--- src/rtl/i2s_tx.sv ---
// Master-mode I2S transmitter: one mono sample per frame, sent in both slots, BCLK/LRCLK derived from clk.
// Define I2S_TX_LEFT_JUSTIFIED_EN for left-justified framing (no 1-bit data delay); default is standard I2S.
module i2s_tx #(
    parameter int unsigned CLK_DIV      = 16,
    parameter int unsigned SAMPLE_WIDTH = 16,
    parameter int unsigned SLOT_WIDTH   = 32
) (
    input  logic                    clk,
    input  logic                    rst,
    input  logic                    samp_valid,
    input  logic [SAMPLE_WIDTH-1:0] sample_in,
    output logic                    bclk,
    output logic                    lrclk,
    output logic                    sdata,
    output logic                    frame_strobe,
    output logic                    underrun
);

    localparam int unsigned DIV_W = (CLK_DIV > 1) ? $clog2(CLK_DIV) : 1;
    localparam int unsigned BIT_W = $clog2(2 * SLOT_WIDTH);
    localparam int unsigned K_W   = $clog2(SLOT_WIDTH);

    localparam logic [DIV_W-1:0] DIV_LAST = DIV_W'(CLK_DIV - 1);
    localparam logic [BIT_W-1:0] BIT_LAST = BIT_W'(2 * SLOT_WIDTH - 1);
    localparam logic [BIT_W-1:0] SLOT_LEN = BIT_W'(SLOT_WIDTH);

    logic [DIV_W-1:0]        div_cnt;
    logic [BIT_W-1:0]        bit_cnt;
    logic [SAMPLE_WIDTH-1:0] hold;
    logic [SAMPLE_WIDTH-1:0] frame_buf;
    logic                    fresh;
    logic                    primed;

    logic                    div_wrap;
    logic                    fall_evt;
    logic                    frame_start;
    logic [BIT_W-1:0]        bit_next;
    logic [BIT_W-1:0]        slot_pos;
    logic [K_W-1:0]          k_next;
    logic [SAMPLE_WIDTH-1:0] buf_next;
    logic                    lrclk_next;
    logic                    sdata_next;

    // Next bit position and the data bit it carries; buf_next lets slot 0 see the freshly latched sample.
    always_comb begin
        div_wrap    = (div_cnt == DIV_LAST);
        fall_evt    = div_wrap && bclk;
        frame_start = fall_evt && (bit_cnt == BIT_LAST);
        bit_next    = (bit_cnt == BIT_LAST) ? '0 : bit_cnt + BIT_W'(1);
        buf_next    = frame_start ? hold : frame_buf;
        slot_pos    = (bit_next >= SLOT_LEN) ? bit_next - SLOT_LEN : bit_next;
        k_next      = K_W'(slot_pos);
        lrclk_next  = (bit_next >= SLOT_LEN);
        sdata_next  = 1'b0;
        for (int unsigned i = 0; i < SAMPLE_WIDTH; i++) begin
`ifdef I2S_TX_LEFT_JUSTIFIED_EN
            if (k_next == K_W'(SAMPLE_WIDTH - 1 - i)) begin
                sdata_next = buf_next[i];
            end
`else
            if (k_next == K_W'(SAMPLE_WIDTH - i)) begin
                sdata_next = buf_next[i];
            end
`endif
        end
    end

    always_ff @(posedge clk) begin
        if (rst) begin
            div_cnt      <= '0;
            bit_cnt      <= '0;
            hold         <= '0;
            frame_buf    <= '0;
            fresh        <= 1'b0;
            primed       <= 1'b0;
            bclk         <= 1'b0;
            lrclk        <= 1'b0;
            sdata        <= 1'b0;
            frame_strobe <= 1'b0;
            underrun     <= 1'b0;
        end else begin
            frame_strobe <= 1'b0;
            if (div_wrap) begin
                div_cnt <= '0;
                bclk    <= ~bclk;
            end else begin
                div_cnt <= div_cnt + DIV_W'(1);
            end
            if (fall_evt) begin
                bit_cnt <= bit_next;
                lrclk   <= lrclk_next;
                sdata   <= sdata_next;
            end
            // The power-up frame has no predecessor, so it never counts as an underrun.
            if (frame_start) begin
                frame_buf    <= hold;
                frame_strobe <= 1'b1;
                primed       <= 1'b1;
                if (!fresh && primed) begin
                    underrun <= 1'b1;
                end
            end
            // A write coinciding with a frame start stays pending for the following frame.
            if (samp_valid) begin
                hold  <= sample_in;
                fresh <= 1'b1;
            end else if (frame_start) begin
                fresh <= 1'b0;
            end
        end
    end

endmodule
--- config.mk ---
export PLATFORM = sky130hd
export DESIGN_NAME = i2s_tx
export DESIGN_NICKNAME = d
export VERILOG_FILES = /design/src/rtl/i2s_tx.sv
export SDC_FILE = /design/constraint.sdc
export NUM_CORES = 1
export LEC_CHECK = 0
export CAP_MARGIN = 20
export CORE_MARGIN = 2
export CORE_UTILIZATION = 50
export CTS_CLUSTER_DIAMETER = 150
export DETAILED_ROUTE_END_ITERATION = 16
export PLACE_DENSITY = 0.74
export SLEW_MARGIN = 10
export SYNTH_ARGS = -nofsm -noshare
export SYNTH_HDL_FRONTEND = slang
export SYNTH_SLANG_ARGS = --single-unit
export TNS_END_PERCENT = 30
--- constraint.sdc ---
create_clock -name clk -period 2.5 [get_ports clk]
set_clock_uncertainty 0.15 [all_clocks]
set_input_delay 0.375 -clock clk [delete_from_list [all_inputs] [get_ports clk]]
set_output_delay 0.375 -clock clk [all_outputs]
set_load 0.005 [all_outputs]
==> impl_metrics.py <==
metrics = {
    "routing": {
        "top_layer": "met4",
        "viasPerCell": 5.58,
        "antenna_left": 0,
        "met1Wirelength_um": 2400,
        "wl_met2_um": 2050,
        "wl_per_cell_um": 14.0,
        "num_vias": 1914,
        "dr.pass1.iters": 4,
        "routed_wirelength_um": 4800,
        "drc_errors": 0,
        "wl_met3_um": 266,
        "drtIter0Drc": 134,
    },
    "sta": {
        "fmax_mhz": 428,
        "finalSetupViolCount": 0,
        "fin_setup_tns_ps": 0,
        "period_minus_slack_ps": 2330,
        "relSlewSlack_pct": 66.2,
        "tightest_slew_ps": 507,
        "drv_slew": 0,
        "fin_crit_sh_pct": 93.4,
        "hold_viol": 0,
        "rsz0062_at_grt": "false",
        "timing.hold.ws_ps": 311,
    },
    "yosys": {
        "synth_edf_count": 0,
        "synthFlopType": "dfxtp_1",
        "synth_nets": 286,
        "syn_inst": 261,
        "ys_ff_latch": 49,
        "yosysWarnings": 0,
        "syn_area_mm2": 0.00234,
        "yosys.cell_types.count": 54,
        "synth-async-reset-ratio_pct": 0,
        "syn_avg_cell_area_um2": 8.98,
        "yosysSeqAreaShare_pct": 41.9,
    },
    "worst_setup_path": {
        "cp_max_fo": 6,
        "critPathArrivalTime_ps": 2360,
        "required_ps": 2530,
        "crit_type": "reg2reg",
        "cp-end-kind": "flip-flop",
        "startpoint_type": "flip-flop",
    },
    "clocking": {
        "clock_latency_ps": 300,
        "cts_sinks": 49,
        "cts_made_buffers": 5,
        "root_buffer": "clkbuf_8",
        "cts.clk_slew.worst_paths_ps": 90,
        "cts_hold_buf": 0,
        "cts.path.max_buffers": 2,
        "cts_htree_levels": 2,
        "cts_tree": "built",
    },
    "place": {
        "place_area_mm2": 0.00268,
        "io_buffers": 23,
        "gp_congestion": 0.873,
        "place_hpwl_um": 3420,
    },
    "floorplan": {
        "die_y_um": 72.5,
        "fp.dieW_um": 72.5,
        "core_mm2": 0.00444,
        "initial_core_util_pct": 52.7,
        "die_area_mm2": 0.00525,
        "ios": 24,
        "rows": 24,
    },
    "finish": {
        "antennaDiodeCount": 0,
        "multi_input_area_mm2": 0.00126,
        "final_cell_mix": "dfxtp_1 (49), nor2_1 (38), mux2i_1 (23), clkdlybuf4s50_1 (23), nand2_1 (20)",
        "areaGrowthSynthToFinish_pct": 18.2,
        "drive_above_1_share_pct": 13.1,
        "fin_util_pct": 62.3,
        "final_common_cell": "dfxtp_1",
        "nFillCells": 393,
        "design_area_mm2": 0.00277,
        "finalNetCount": 316,
        "seq_area_um2": 981,
    },
    "pwr": {
        "ir_worst_vdd_uv": 321,
        "cellLeakagePower_nw": 1.12,
        "p_per_area_mw_per_mm2": 488,
        "total_power_mw": 1.35,
    },
    "min_path": {
        "hold_path.class": "reg2reg",
    },
    "grt": {
        "grt-ovfl-total": 0,
        "grt_usage_pct": 20.1,
        "grt_antenna_before_repair": 0,
        "grt_first_pass_wirelength_um": 8420,
        "first_global_vias": 1843,
        "grt_max_degree": 50,
    },
    "outcome": {
        "status": "complete, no violations",
    },
    "job": {
        "maxCapViolations": 0,
    },
}
[power breakdown]
| group | total (mW) | switching [mW] | internal, mW |
|---|---|---|---|
| clock network | 0.452 | 0.259 | 0.194 |
| logic | 0.0833 | 0.0348 | 0.0485 |
| registers | 0.815 | 0.0146 | 0.800 |
[final cells by class]
type	count	share of cell area, %
timing repair buffer	39	12.7
sequential	49	35.4
clock inverter	2	0.497
multi-input combinational	189	45.6
clock buffer	5	2.49
inverter	7	0.949
tap	52	2.35
[routing by layer]
layer	GRT usage [%]	up-vias
li1	-	976
met4	5.97	0
met3	4.58	8
met5	0	-
met1	28.5	882
met2	30.6	48
[synth_stat cells (2+ instances only)]
library cell / count / share of area (%)
a211oi_1: 2 / 0.64
a21oi_1: 13 / 2.8
a2bb2oi_1: 2 / 0.75
a311oi_1: 3 / 1.1
a31oi_1: 4 / 1.1
and3_2: 2 / 0.64
buf_2: 3 / 0.64
buf_4: 3 / 0.96
clkbuf_1: 9 / 1.4
dfxtp_1: 49 / 42
ha_1: 6 / 3.2
inv_1: 7 / 1.1
mux2_1: 3 / 1.4
mux2_2: 3 / 1.4
mux2i_1: 23 / 9.8
nand2_1: 20 / 3.2
nand2b_1: 2 / 0.53
nand3_1: 5 / 1.1
nand3b_1: 2 / 0.64
nand4_1: 3 / 0.80
nor2_1: 38 / 6.1
nor2b_1: 7 / 1.9
nor3_1: 4 / 0.85
nor4_1: 2 / 0.53
o21ai_0: 7 / 1.5
o221ai_1: 2 / 0.75
o31ai_1: 2 / 0.64
or3_1: 4 / 1.1
xnor2_1: 5 / 1.9
xor2_1: 2 / 0.75
[registers in the layout, indices dropped and copies added, names as in the netlist]
| register | count |
|---|---|
| frame_buf | 16 |
| hold | 16 |
| bit_cnt | 6 |
| div_cnt | 4 |
| bclk | 1 |
| frame_strobe | 1 |
| fresh | 1 |
| lrclk | 1 |
| primed | 1 |
| sdata | 1 |
| underrun | 1 |
[critical path, cell delays in order, from the launching register on]
cell and delay [ps]:
dfxtp_1 340, ha_2 240, nand3_2 120, xnor2_1 160, or4_1 550, or3b_1 370
o211a_1 150, o21ai_2 60, a211oi_2 70
[per-stage QoR]
step / cells / setup WS [ps]
after floorplan: 261 / 73.1
after global placement: 336 / 194
after detailed placement: 336 / 149
after CTS: 343 / 133
after global routing: 343 / 21.2
final: 343 / 165
[kinds of logic after synthesis]
family                     after synthesis  share of synthesized area, %
adders and majority gates                6                          3.20
DFF                                     49                          41.9
buffers and inverters                   23                          4.32
AOI/OAI and AO/OA                       45                          13.0
and+or+nand+nor                        102                          22.3
muxes                                   29                          12.7
xor gates and xnor gates                 7                          2.62
[worst paths after layout]
path,from,to,slack [ps],cells past startpoint
setup reg to reg,bit_cnt[0],sdata,170,8
hold reg to reg,frame_buf[4],frame_buf[4],310,2
hold / removal,frame_buf[4],frame_buf[4],310,2
setup / recovery,bit_cnt[0],sdata,170,8
[repair_timing]
action,in CTS,in global routing
gates resized for setup,0,1
setup buffers,0,0
setup endpoints to repair,0,1
endpoints found under the hold margin,0,0
Power figures use the tool's default switching activity.
